File: config.mk
export PLATFORM = sky130hd
export DESIGN_NAME = multi_input_round_adder
export DESIGN_NICKNAME = d
export VERILOG_FILES = /design/src/rtl/num_pkg.sv /design/src/rtl/round_half_even_sat.sv /design/src/rtl/multi_input_round_adder.sv
export SDC_FILE = /design/constraint.sdc
export NUM_CORES = 1
export LEC_CHECK = 0
export CAP_MARGIN = 20
export CELL_PAD_IN_SITES_DETAIL_PLACEMENT = 0
export CELL_PAD_IN_SITES_GLOBAL_PLACEMENT = 1
export CORE_UTILIZATION = 33
export CTS_CLUSTER_DIAMETER = 80
export DETAILED_ROUTE_END_ITERATION = 7
export PLACE_DENSITY = 0.72
export REMOVE_ABC_BUFFERS = 1
export SETUP_SLACK_MARGIN = 0.3
export SLEW_MARGIN = 20
export SYNTH_ARGS = -nofsm -noshare
export SYNTH_HDL_FRONTEND = slang
export SYNTH_HIERARCHICAL = 1
export SYNTH_SLANG_ARGS = --single-unit
export TNS_END_PERCENT = 1
File: constraint.sdc
create_clock -name clk -period 1.5 [get_ports clk]
set_clock_uncertainty 0.15 [all_clocks]
set_input_delay 0.3 -clock clk [delete_from_list [all_inputs] [get_ports clk]]
set_output_delay 0.3 -clock clk [all_outputs]
set_load 0.05 [all_outputs]
File: src/rtl/num_pkg.sv
// Shared numeric helpers for the rounding adder datapath.
//   sum_width - width of an exact sum of n operands of a given width
//   sat_max   - largest representable value of a w-bit signed/unsigned word
//   sat_min   - smallest representable value of a w-bit signed/unsigned word
// sat_max/sat_min return SAT_MAX_W-bit patterns; callers keep the low w bits.
package num_pkg;

    localparam int SAT_MAX_W = 64;

    localparam logic [SAT_MAX_W:0] ONE_WIDE = (SAT_MAX_W + 1)'(1);

    function automatic int sum_width(input int width, input int n);
        return width + $clog2(n);
    endfunction

    function automatic logic [SAT_MAX_W-1:0] sat_max(input int w, input bit is_signed);
        logic [SAT_MAX_W:0] v;
        v = is_signed ? (ONE_WIDE << (w - 1)) : (ONE_WIDE << w);
        v = v - ONE_WIDE;
        return v[SAT_MAX_W-1:0];
    endfunction

    // Signed minimum is the lone-MSB pattern 100..0 once truncated to w bits.
    function automatic logic [SAT_MAX_W-1:0] sat_min(input int w, input bit is_signed);
        logic [SAT_MAX_W:0] v;
        v = is_signed ? (ONE_WIDE << (w - 1)) : '0;
        return v[SAT_MAX_W-1:0];
    endfunction

endpackage

File: src/rtl/round_half_even_sat.sv
// Registered round-half-to-even and saturate stage.
// Drops FRAC_DROP LSBs from the incoming full-precision sum (or, in fractional
// mode with a negative FRAC_DROP, appends -FRAC_DROP zero LSBs), rounds to
// nearest with ties to even, then clamps to the WIDTH_OUT output range.
// Ports:
//   i_clk  - rising-edge clock
//   i_rst  - synchronous active-high reset, clears o_dout
//   i_ena  - stage enable; low holds o_dout
//   i_sum  - WIDTH_IN-bit full-precision sum
//   o_dout - WIDTH_OUT-bit rounded, saturated result
module round_half_even_sat
    import num_pkg::*;
#(
    parameter int WIDTH_IN    = 10,
    parameter int WIDTH_OUT   = 8,
    parameter int IS_SIGNED   = 1,
    parameter int IS_FRACTION = 0,
    parameter int FRAC_DROP   = 2
) (
    input  logic                 i_clk,
    input  logic                 i_rst,
    input  logic                 i_ena,
    input  logic [WIDTH_IN-1:0]  i_sum,
    output logic [WIDTH_OUT-1:0] o_dout
);

    // Width of the value left after dropping or padding LSBs. Integer mode
    // with nothing to drop simply passes the sum through at its own width.
    localparam int KW = (FRAC_DROP > 0 || IS_FRACTION != 0) ? WIDTH_IN - FRAC_DROP
                                                             : WIDTH_IN;
    // One extra bit so the rounding carry never wraps before saturation.
    localparam int RW = KW + 1;

    logic [KW-1:0]        w_kept;
    logic                 w_inc;
    logic [RW-1:0]        w_round;
    logic [WIDTH_OUT-1:0] w_sat;
    logic [WIDTH_OUT-1:0] r_dout;

    generate
        if (FRAC_DROP > 0) begin : g_round
            logic w_guard;
            logic w_sticky;

            // Truncating two's-complement bits is a floor, so guard/sticky
            // describe the non-negative remainder and ties resolve to the even
            // neighbour symmetrically for negative values too.
            assign w_kept  = i_sum[WIDTH_IN-1:FRAC_DROP];
            assign w_guard = i_sum[FRAC_DROP-1];

            if (FRAC_DROP > 1) begin : g_sticky
                assign w_sticky = |i_sum[FRAC_DROP-2:0];
            end else begin : g_no_sticky
                assign w_sticky = 1'b0;
            end

            assign w_inc = w_guard & (w_sticky | w_kept[0]);
        end else if (IS_FRACTION != 0 && FRAC_DROP < 0) begin : g_pad
            // Output has more fractional bits than the input: scale up.
            assign w_kept = {i_sum, {(-FRAC_DROP){1'b0}}};
            assign w_inc  = 1'b0;
        end else begin : g_pass
            assign w_kept = i_sum;
            assign w_inc  = 1'b0;
        end
    endgenerate

    assign w_round = {(IS_SIGNED != 0) & w_kept[KW-1], w_kept} + RW'(w_inc);

    generate
        if (RW <= WIDTH_OUT) begin : g_fit
            always_comb begin
                w_sat = {WIDTH_OUT{(IS_SIGNED != 0) & w_round[RW-1]}};
                w_sat[RW-1:0] = w_round;
            end
        end else if (IS_SIGNED != 0) begin : g_sat_s
            localparam logic [WIDTH_OUT-1:0] SAT_HI = WIDTH_OUT'(sat_max(WIDTH_OUT, 1'b1));
            localparam logic [WIDTH_OUT-1:0] SAT_LO = WIDTH_OUT'(sat_min(WIDTH_OUT, 1'b1));

            logic [RW-WIDTH_OUT:0] w_top;

            // In range only if every bit from the output sign bit upward agrees.
            assign w_top = w_round[RW-1:WIDTH_OUT-1];

            always_comb begin
                if ((&w_top) || (~|w_top)) begin
                    w_sat = w_round[WIDTH_OUT-1:0];
                end else if (w_round[RW-1]) begin
                    w_sat = SAT_LO;
                end else begin
                    w_sat = SAT_HI;
                end
            end
        end else begin : g_sat_u
            localparam logic [WIDTH_OUT-1:0] SAT_HI = WIDTH_OUT'(sat_max(WIDTH_OUT, 1'b0));

            always_comb begin
                if (|w_round[RW-1:WIDTH_OUT]) begin
                    w_sat = SAT_HI;
                end else begin
                    w_sat = w_round[WIDTH_OUT-1:0];
                end
            end
        end
    endgenerate

    always_ff @(posedge i_clk) begin
        if (i_rst) begin
            r_dout <= '0;
        end else if (i_ena) begin
            r_dout <= w_sat;
        end
    end

    assign o_dout = r_dout;

endmodule

File: src/rtl/multi_input_round_adder.sv
// Sums NUM_INPUT operands at full precision, then rounds half-to-even and
// saturates down to WIDTH_OUT bits. Two registered stages, two enabled edges
// of latency; ena low stalls the whole pipe.
// Ports:
//   clk  - rising-edge clock
//   rst  - synchronous active-high reset, clears both pipeline stages
//   ena  - pipeline enable
//   din  - NUM_INPUT operands of WIDTH_IN bits (signed when IS_SIGNED=1)
//   dout - WIDTH_OUT-bit rounded, saturated sum
module multi_input_round_adder
    import num_pkg::*;
#(
    parameter int NUM_INPUT   = 2,
    parameter int WIDTH_IN    = 8,
    parameter int WIDTH_OUT   = 8,
    parameter int IS_SIGNED   = 1,
    parameter int IS_FRACTION = 0
) (
    input  logic                 clk,
    input  logic                 rst,
    input  logic                 ena,
    input  logic [WIDTH_IN-1:0]  din [NUM_INPUT],
    output logic [WIDTH_OUT-1:0] dout
);

    localparam int WT = sum_width(WIDTH_IN, NUM_INPUT);

    // Integer mode keeps the MSBs of the full sum; fractional mode keeps the
    // binary point aligned with the input MSB, so only input LSBs are dropped
    // and the growth bits are left for the saturator.
    localparam int DROP = (IS_FRACTION != 0) ? WIDTH_IN - WIDTH_OUT : WT - WIDTH_OUT;

    generate
        if (NUM_INPUT < 1) begin : g_err_num
            $error("multi_input_round_adder: NUM_INPUT must be >= 1");
        end
        if (WIDTH_IN < 1) begin : g_err_win
            $error("multi_input_round_adder: WIDTH_IN must be > 0");
        end
        if (WIDTH_OUT < 1 || WIDTH_OUT > SAT_MAX_W) begin : g_err_wout
            $error("multi_input_round_adder: WIDTH_OUT must be in 1..64");
        end
        if (IS_SIGNED != 0 && IS_SIGNED != 1) begin : g_err_sgn
            $error("multi_input_round_adder: IS_SIGNED must be 0 or 1");
        end
        if (IS_FRACTION != 0 && IS_FRACTION != 1) begin : g_err_frac
            $error("multi_input_round_adder: IS_FRACTION must be 0 or 1");
        end
    endgenerate

    logic [WT-1:0] w_ext;
    logic [WT-1:0] w_sum;
    logic [WT-1:0] r_sum;

    // WT carries clog2(NUM_INPUT) growth bits, so the modular sum is exact.
    always_comb begin
        w_sum = '0;
        w_ext = '0;
        for (int i = 0; i < NUM_INPUT; i++) begin
            w_ext = {WT{(IS_SIGNED != 0) & din[i][WIDTH_IN-1]}};
            w_ext[WIDTH_IN-1:0] = din[i];
            w_sum = w_sum + w_ext;
        end
    end

    always_ff @(posedge clk) begin
        if (rst) begin
            r_sum <= '0;
        end else if (ena) begin
            r_sum <= w_sum;
        end
    end

    round_half_even_sat #(
        .WIDTH_IN    (WT),
        .WIDTH_OUT   (WIDTH_OUT),
        .IS_SIGNED   (IS_SIGNED),
        .IS_FRACTION (IS_FRACTION),
        .FRAC_DROP   (DROP)
    ) u_round_sat (
        .i_clk  (clk),
        .i_rst  (rst),
        .i_ena  (ena),
        .i_sum  (r_sum),
        .o_dout (dout)
    );

endmodule

Yosys cells after proc, flatten, opt, wreduce, memory -nomap -nowiden --
Index checks and enable logic that the tools add are counted.
Storage, ports and cells: register bits 17, input bits 19, output and inout port bits 8, word-level logic and storage cells 11
Cells by class: $add $sub $neg 2, mux-type cells 2, bitwise gates (word level) 1, reductions and logical operators 4
Operator list (number):
- $mux 8 | 2
- $add 8x2->9 | 1
- $add 8x8->9 | 1
- $reduce_and 2->1 | 1
- $reduce_or 2->1 | 1
- $and 1x1->1 | 1
- $logic_not 1->1 | 1
- $logic_or 1x1->1 | 1

Logic depth before layout (Yosys ltp) --
Gate-level depths: netlist of the first run.
depth after elaboration 6, mapped depth 6, gate-level depth less buffers 6

By module --
Netlist of the first run, hierarchy kept.
Modules (own cells, without submodules):
- multi_input_round_adder | instances 1, cells each 71, area each 668.1 um2, sequential area each 180.2 um2
- round_half_even_sat | instances 1, cells each 59, area each 523.0 um2, sequential area each 160.2 um2

Worst setup path before layout of the first run --
No wires, ideal clock.
kind input to register, start point input port din[1] in the netlist's numbering, end point register r_sum[7], library setup time 121 ps, arrival time 1369 ps, data required time 1229 ps, slack -140 ps, stages on the path 5, path buffers 0, cells stage by stage ha_1 -> a211oi_2 -> nor2_2 -> a41oi_2 -> mux2_4
Between the ends: cells in the longest elaborated chain, start to end 1
Ends and longest elaborated chain:
- start: declaration | line multi_input_round_adder.sv:22 | input logic [WIDTH_IN-1:0] din [NUM_INPUT],
- $add 8x8->9 | line multi_input_round_adder.sv:62 | w_sum = w_sum + w_ext;
- end signal: assignment | line multi_input_round_adder.sv:70 | r_sum <= w_sum;
- end: declaration | line multi_input_round_adder.sv:53 | logic [WT-1:0] r_sum;
Every way passes these cells. A chain may end at the register's enable or synchronous reset.

Worst setup path in the final report of the first run --
start point register r_sum[0], end point register u_round_sat.r_dout[6] (netlist: u_round_sat/o_dout[6])
Between the ends: cells in the longest elaborated chain, start to end 6, elaborated cells between the ends (all ways) 8, those cells by class 1 x add/sub; 2 x mux; 1 x bitwise; 4 x reduce/logical
Ends and longest elaborated chain:
- $and 1x1->1 (*) | line round_half_even_sat.sv:57 | assign w_inc = w_guard & (w_sticky | w_kept[0]);
- $add 8x2->9 (*) | line round_half_even_sat.sv:68 | assign w_round = {(IS_SIGNED != 0) & w_kept[KW-1], w_kept} + RW'(w_inc);
- $reduce_or 2->1 | line round_half_even_sat.sv:86 | if ((&w_top) || (~|w_top)) begin
- $logic_not 1->1 | line round_half_even_sat.sv:86
- $logic_or 1x1->1 | line round_half_even_sat.sv:86
- $mux 8 (*) | line round_half_even_sat.sv:86
- end signal: assignment | line round_half_even_sat.sv:111 | r_dout <= w_sat;
- end: declaration | line round_half_even_sat.sv:38 | logic [WIDTH_OUT-1:0] r_dout;
Every way passes the cells marked *; elsewhere a longest branch is shown, timed or not.

==> flow_metrics.tcl, run 1 <==
set metrics [dict create \
    ant_nets 0 \
    slew_violations 0 \
    r2r-start "r_sum[0]$_SDFFE_PP0P_" \
    yosysSeqAreaShare 0.2857 \
    cp-startpoint "r_sum[0]$_SDFFE_PP0P_" \
    setup_tns_ns -0.6303 \
    core-area_sq_um 3390 \
    postCtsHoldBufs 0 \
    initial_utilization 0.3514 \
    drc 0 \
    dr.pass1.iters 4 \
    num_rows 21 \
    gp_congestion 0.8521 \
    tightestPinTransition_ns 0.2518 \
    crit_required_ns 1.57 \
    p_comb_frac 0.448 \
    synth.cell_area_sq_um 1191 \
    p_total_mw 1.424 \
    final_nets 219 \
    path_buf_inv 0 \
    cp-end-kind "register" \
    synth_area_leaders "dfxtp_1 (29%), ha_1 (9.5%), a211oi_2 (7.4%)" \
    cts_buffer_depth 2 \
    wl_per_cell_microns 13.65 \
    synth_most_common_cell "dfxtp_1" \
    clk_pin_slew_ns 0.10 \
    grt.overflow.total 0 \
    crit_family "simple AND/OR/NAND/NOR gates" \
    status "finished with violations" \
    syn_to_final_growth_pct 75.74 \
    synthCells 130 \
    critPathMaxFanout 5 \
    power.density_nw_per_um2 680.3 \
    crit_path_max_incr_delay_ns 0.34 \
    ys_warn_count 6 \
    cp.arrival_ns 1.69 \
    critPathLaunchType "register" \
    ys.flop_type "dfxtp_1" \
    dp.cells 228 \
    p_leak_nw 0.8421 \
    h-tree-depth 1 \
    num_io_pins 27 \
    power_frac_clock 0.174 \
    n_antenna_cell 0 \
    critPathSlowestCell "dfxtp_2" \
    final_cells 235 \
    cts_tree "yes" \
    viasPerCell 5.030 \
    max_cap_violations 0 \
    die_area_sq_um 3854 \
    insertion_delay_ns 0.29 \
    clock-sinks 17 \
    grt_usage 0.1808 \
    pwr-share-seq 0.379 \
    internal_power_uw 951.4 \
    failed_checks "setup timing" \
    grt_first_pass_wirelength_mm 5.057 \
    synth.top_cell.area_share 0.2857 \
    drive_gt1_frac 0.5873 \
    die_h_microns 62.08 \
    fmax_ghz 0.6160 \
    setup_viol 7 \
    synth-seq-cells 17 \
    hold_path.class "input pin to register" \
    synth.avg_cell_area_sq_um 9.163 \
    peakVddDrop_uv 279.8 \
    grt_max_degree 11 \
    num-fill-cells 292 \
    setup_slack_ns -0.1234 \
    clock-root-buffer "clkbuf_4" \
    hold_slack_ns 0.2114 \
    cp_cell_sequence "and2_4 > ha_4 > nand4_1 > nand4_1 > o211ai_1 > a211oi_2" \
    vias 1182 \
    finalCritPeriodShare 1.082 \
    fin_util 0.6176 \
    hold_violations 0 \
    post-synth-top-area-cell "dfxtp_1" \
    wirelength_mm 3.208 \
    synthArstFlopShare 0 \
    rsz0062_at_grt "yes" \
    min-delay-start "din[8]" \
    relSlewSlack 0.8317 \
    cts_buffers 3 \
    first_iter_violations 32 \
    grt_pass1_vias 1175 \
    cpMostUsedCell "nand4_1" \
    fin_crit_ns 1.623 \
    synth-edff-count 0 \
    antenna_found_initial 0 \
    net-switching-power_uw 472.7 \
    die_x_microns 62.08 \
    switching_share 0.3319 \
    portBuffers 26 \
    hpwl_mm 2.222 \
    critical_path_class "register to register" \
    yosysUniqueCellTypes 46 \
    synth_commonest_cells "dfxtp_1 (17), nor2_1 (13), ha_1 (9), nand3_1 (8)" \
]
-- sequential cells by signal (all words and copies together), names as in the netlist --
signal,cells
r_sum,9
u_round_sat/o_dout,8
-- worst register-to-register path: cells and delay by family, from the launching register on --
family / cells / cell delay, ns
AO/OA/AOI/OAI: 2 / 0.36
adder cells (fa/ha/maj): 1 / 0.14
flip-flops: 1 / 0.34
AND/OR/NAND/NOR: 3 / 0.56
-- worst paths after layout --
check	end	slack (ns)	depth (start not counted)
worst max-delay path	u_round_sat/o_dout[6]$_SDFFE_PP0P_	-0.12	6
worst min-delay path	r_sum[0]$_SDFFE_PP0P_	0.21	4
worst max register to register	u_round_sat/o_dout[6]$_SDFFE_PP0P_	-0.12	6
worst min register to register	u_round_sat/o_dout[7]$_SDFFE_PP0P_	0.35	2
-- layout make-up --
class	count	area, sq um	area share
Multi-Input combinational cell	104	1049	0.5009
Timing Repair Buffer	62	606.8	0.2899
Sequential cell	17	346.6	0.1656
Tap cell	46	57.56	0.02750
Clock buffer	4	26.28	0.01255
Inverter	2	7.507	0.003586
-- routing by layer --
| layer | share of wire | up-vias | track usage |
|---|---|---|---|
| met5 | 0 | - | 0 |
| met4 | 0.020 | 0 | 0.06667 |
| met3 | 0.034 | 8 | 0.01863 |
| met2 | 0.54 | 27 | 0.3495 |
| met1 | 0.41 | 543 | 0.2008 |
| li1 | - | 604 | - |
-- stage by stage --
stage	instance area, sq um	setup WS (ns)
after floorplan	1150	-0.1402
after global placement	1795	-0.6331
after detailed placement	1795	-0.6670
after CTS	2052	-0.1175
after global routing	2093	-0.1882
final	2093	-0.1234
-- what timing repair did --
item                                    in CTS  in global routing
gates cloned                                 0                  0
setup buffers                                2                  1
gates resized for setup                     89                 21
endpoints found under the setup margin      25                 23
pin swaps                                   33                 33
-- power by group through the flow --
stage | clock (mW) | sequential, mW | combinational (mW)
6_report | 0.247 | 0.539 | 0.637
5_1_grt | 0.276 | 0.546 | 0.684
4_1_cts | 0.253 | 0.537 | 0.599
3_5_place_dp | 0 | 0.544 | 0.513
3_3_place_gp | 0 | 0.543 | 0.504
2_1_floorplan | 0 | 0.588 | 0.205
-- kinds of logic after synthesis --
family | after synthesis | share of synthesized area
simple gates | 46 | 0.1996
xor+xnor | 8 | 0.05883
compound gates | 36 | 0.2647
fa+ha+maj | 10 | 0.1113
buf+inv | 9 | 0.04097
mux | 4 | 0.03886
flops | 17 | 0.2857
-- layout by cell type (no fill, tap or decap), types with 2 or more instances in the layout --
cell / count
a211oi_2: 8
a21oi_1: 5
a21oi_2: 2
buf_12: 8
buf_4: 28
buf_6: 12
clkbuf_2: 7
clkbuf_4: 3
dfxtp_1: 12
dfxtp_2: 5
dlygate4sd2_1: 4
ha_4: 9
inv_1: 2
mux2_4: 2
mux2i_1: 2
nand2_1: 5
nand2b_1: 5
nand3_1: 7
nand4_1: 3
nor2_1: 13
o21ai_2: 4
o22ai_1: 2
xnor2_1: 3
xnor2_2: 2
xor2_1: 2
No activity file was read; power rests on OpenSTA's default activity.
==> inputs of run 2 (changes only) <==
Settings changed: SKIP_LAST_GASP set to 1.
==> run 2 against run 1 <==
The run still ends with setup timing left; utilization shrank 3.3 points; total power shrank 5.3%; critical path depth unchanged; cell count stayed put; sequential cell count unchanged; critical endpoint unchanged; largest cell class unchanged.
==> flow_metrics.tcl, run 2 (synthesis results as in run 1) <==
set metrics [dict create \
    drive_gt1_frac 0.4339 \
    max_flop_register "r_sum" \
    clock-sinks 17 \
    hpwl_mm 2.222 \
    tightestPinTransition_ns 0.2592 \
    hold_path.class "register to register" \
    hold_violations 0 \
    dr.pass1.iters 4 \
    postCtsHoldBufs 0 \
    regArea_sq_um 344.1 \
    failed_checks "setup timing" \
    gp_congestion 0.8521 \
    setup_viol 12 \
    first_iter_violations 25 \
    worst_r2r_path_depth 6 \
    relSlewSlack 0.8261 \
    setup_tns_ns -0.8356 \
    r2r_end "u_round_sat/o_dout[6]$_SDFFE_PP0P_" \
    setup_slack_ns -0.1019 \
    h-tree-depth 1 \
    grt_usage 0.1730 \
    fin_util 0.5847 \
    r2r-start "r_sum[0]$_SDFFE_PP0P_" \
    die_area_sq_um 3854 \
    cts_tree "yes" \
    insertion_delay_ns 0.29 \
    ff2ff_setup_slack_ns -0.10 \
    max_cap_violations 0 \
    holdPathEnd "u_round_sat/o_dout[7]$_SDFFE_PP0P_" \
    wirelength_mm 2.972 \
    grt.overflow.total 0 \
    use_met2 0.3328 \
    cp.arrival_ns 1.67 \
    drc 0 \
    hold_slack_ns 0.3569 \
    wl_per_cell_microns 12.65 \
    hold_depth 2 \
    portBuffers 26 \
    gr-usage-met1 0.1907 \
    viasPerCell 5.119 \
    num_io_pins 27 \
    peakVddDrop_uv 235.9 \
    grt_first_pass_wirelength_mm 4.892 \
    n_antenna_cell 0 \
    gr-usage-met3 0.02070 \
    power.density_nw_per_um2 680.7 \
    min-delay-start "u_round_sat/o_dout[7]$_SDFFE_PP0P_" \
    slew_violations 0 \
    initial_utilization 0.3514 \
    critical_path_class "register to register" \
    fin_crit_ns 1.602 \
    antenna_found_initial 0 \
    final_nets 219 \
    clock-root-buffer "clkbuf_4" \
    fmax_ghz 0.6243 \
    critPathLaunchType "register" \
    vias 1203 \
    critPathMaxFanout 5 \
    syn_to_final_growth_pct 66.39 \
    die_x_microns 62.08 \
    final_common_cell "buf_4" \
    ant_nets 0 \
    multi_input_area_sq_um 948.4 \
    final_cell_mix "buf_4 (34), dlygate4sd2_1 (16), dfxtp_1 (14)" \
    clk_pin_slew_ns 0.10 \
    status "finished with violations" \
    grt_pass1_vias 1171 \
    grt_max_degree 11 \
    num_rows 21 \
    cts_buffers 3 \
    finalCritPeriodShare 1.068 \
    busiest_layer "met2" \
    die_h_microns 62.08 \
    p_leak_nw 0.7891 \
    rsz0062_at_grt "yes" \
    p_total_mw 1.349 \
    num-fill-cells 304 \
    largest_reg_flops 9 \
    cts_buffer_depth 2 \
    core-area_sq_um 3390 \
    crit_required_ns 1.57 \
    cp-end-kind "register" \
    cp-startpoint "r_sum[0]$_SDFFE_PP0P_" \
]
-- run 2: report_power, final --
group	switching [mW]	internal, mW	leakage, nW
combinational	0.254	0.311	0.633
clock	0.142	0.103	0.0150
sequential	0.0452	0.493	0.142
total	0.441	0.908	0.789
-- run 2: final cells by class --
| class | count | share of cell area |
|---|---|---|
| Clock buffer | 4 | 0.01326 |
| Inverter | 2 | 0.003788 |
| Multi-Input combinational cell | 104 | 0.4785 |
| Sequential cell | 17 | 0.1736 |
| Tap cell | 46 | 0.02904 |
| Timing Repair Buffer | 62 | 0.3018 |
-- run 2: what timing repair did --
action,in CTS,in global routing
setup endpoints to repair,25,25
setup buffers,2,1
resized for setup,41,1
pin swaps,22,7
gates cloned,0,0
-- run 2: per-layer routing --
| layer | vias up | wire, microns | share of wire |
|---|---|---|---|
| met5 | - | 0 | 0 |
| met4 | 0 | 75 | 0.025 |
| met3 | 10 | 118 | 0.040 |
| met2 | 33 | 1506 | 0.51 |
| met1 | 548 | 1272 | 0.43 |
| li1 | 612 | - | - |
-- run 2: critical path, stage by stage (launching register included) --
cell      delay, ns
dfxtp_2        0.34
and2_4         0.14
ha_4           0.14
nand4_1        0.14
nand4_1        0.26
o211ai_1       0.14
a211oi_2       0.22
-- run 2: metrics by stage --
step | setup WS, ns | instance area (sq um) | std cells
floorplan | -0.1402 | 1150 | 123
global placement | -0.6331 | 1795 | 228
detailed placement | -0.6670 | 1795 | 228
CTS | -0.1175 | 1966 | 234
global route | -0.1882 | 1982 | 235
finish | -0.1019 | 1982 | 235
-- run 2: worst max path at each step --
stage                                               to  slack [ns]  depth (start not counted)
floorplan                        r_sum[7]$_SDFFE_PP0P_       -0.14                          5
global placement                 r_sum[7]$_SDFFE_PP0P_       -0.63                          6
detailed placement               r_sum[7]$_SDFFE_PP0P_       -0.67                          6
CTS                 u_round_sat/o_dout[5]$_SDFFE_PP0P_       -0.12                          6
global route        u_round_sat/o_dout[6]$_SDFFE_PP0P_       -0.19                          6
finish              u_round_sat/o_dout[6]$_SDFFE_PP0P_       -0.10                          6
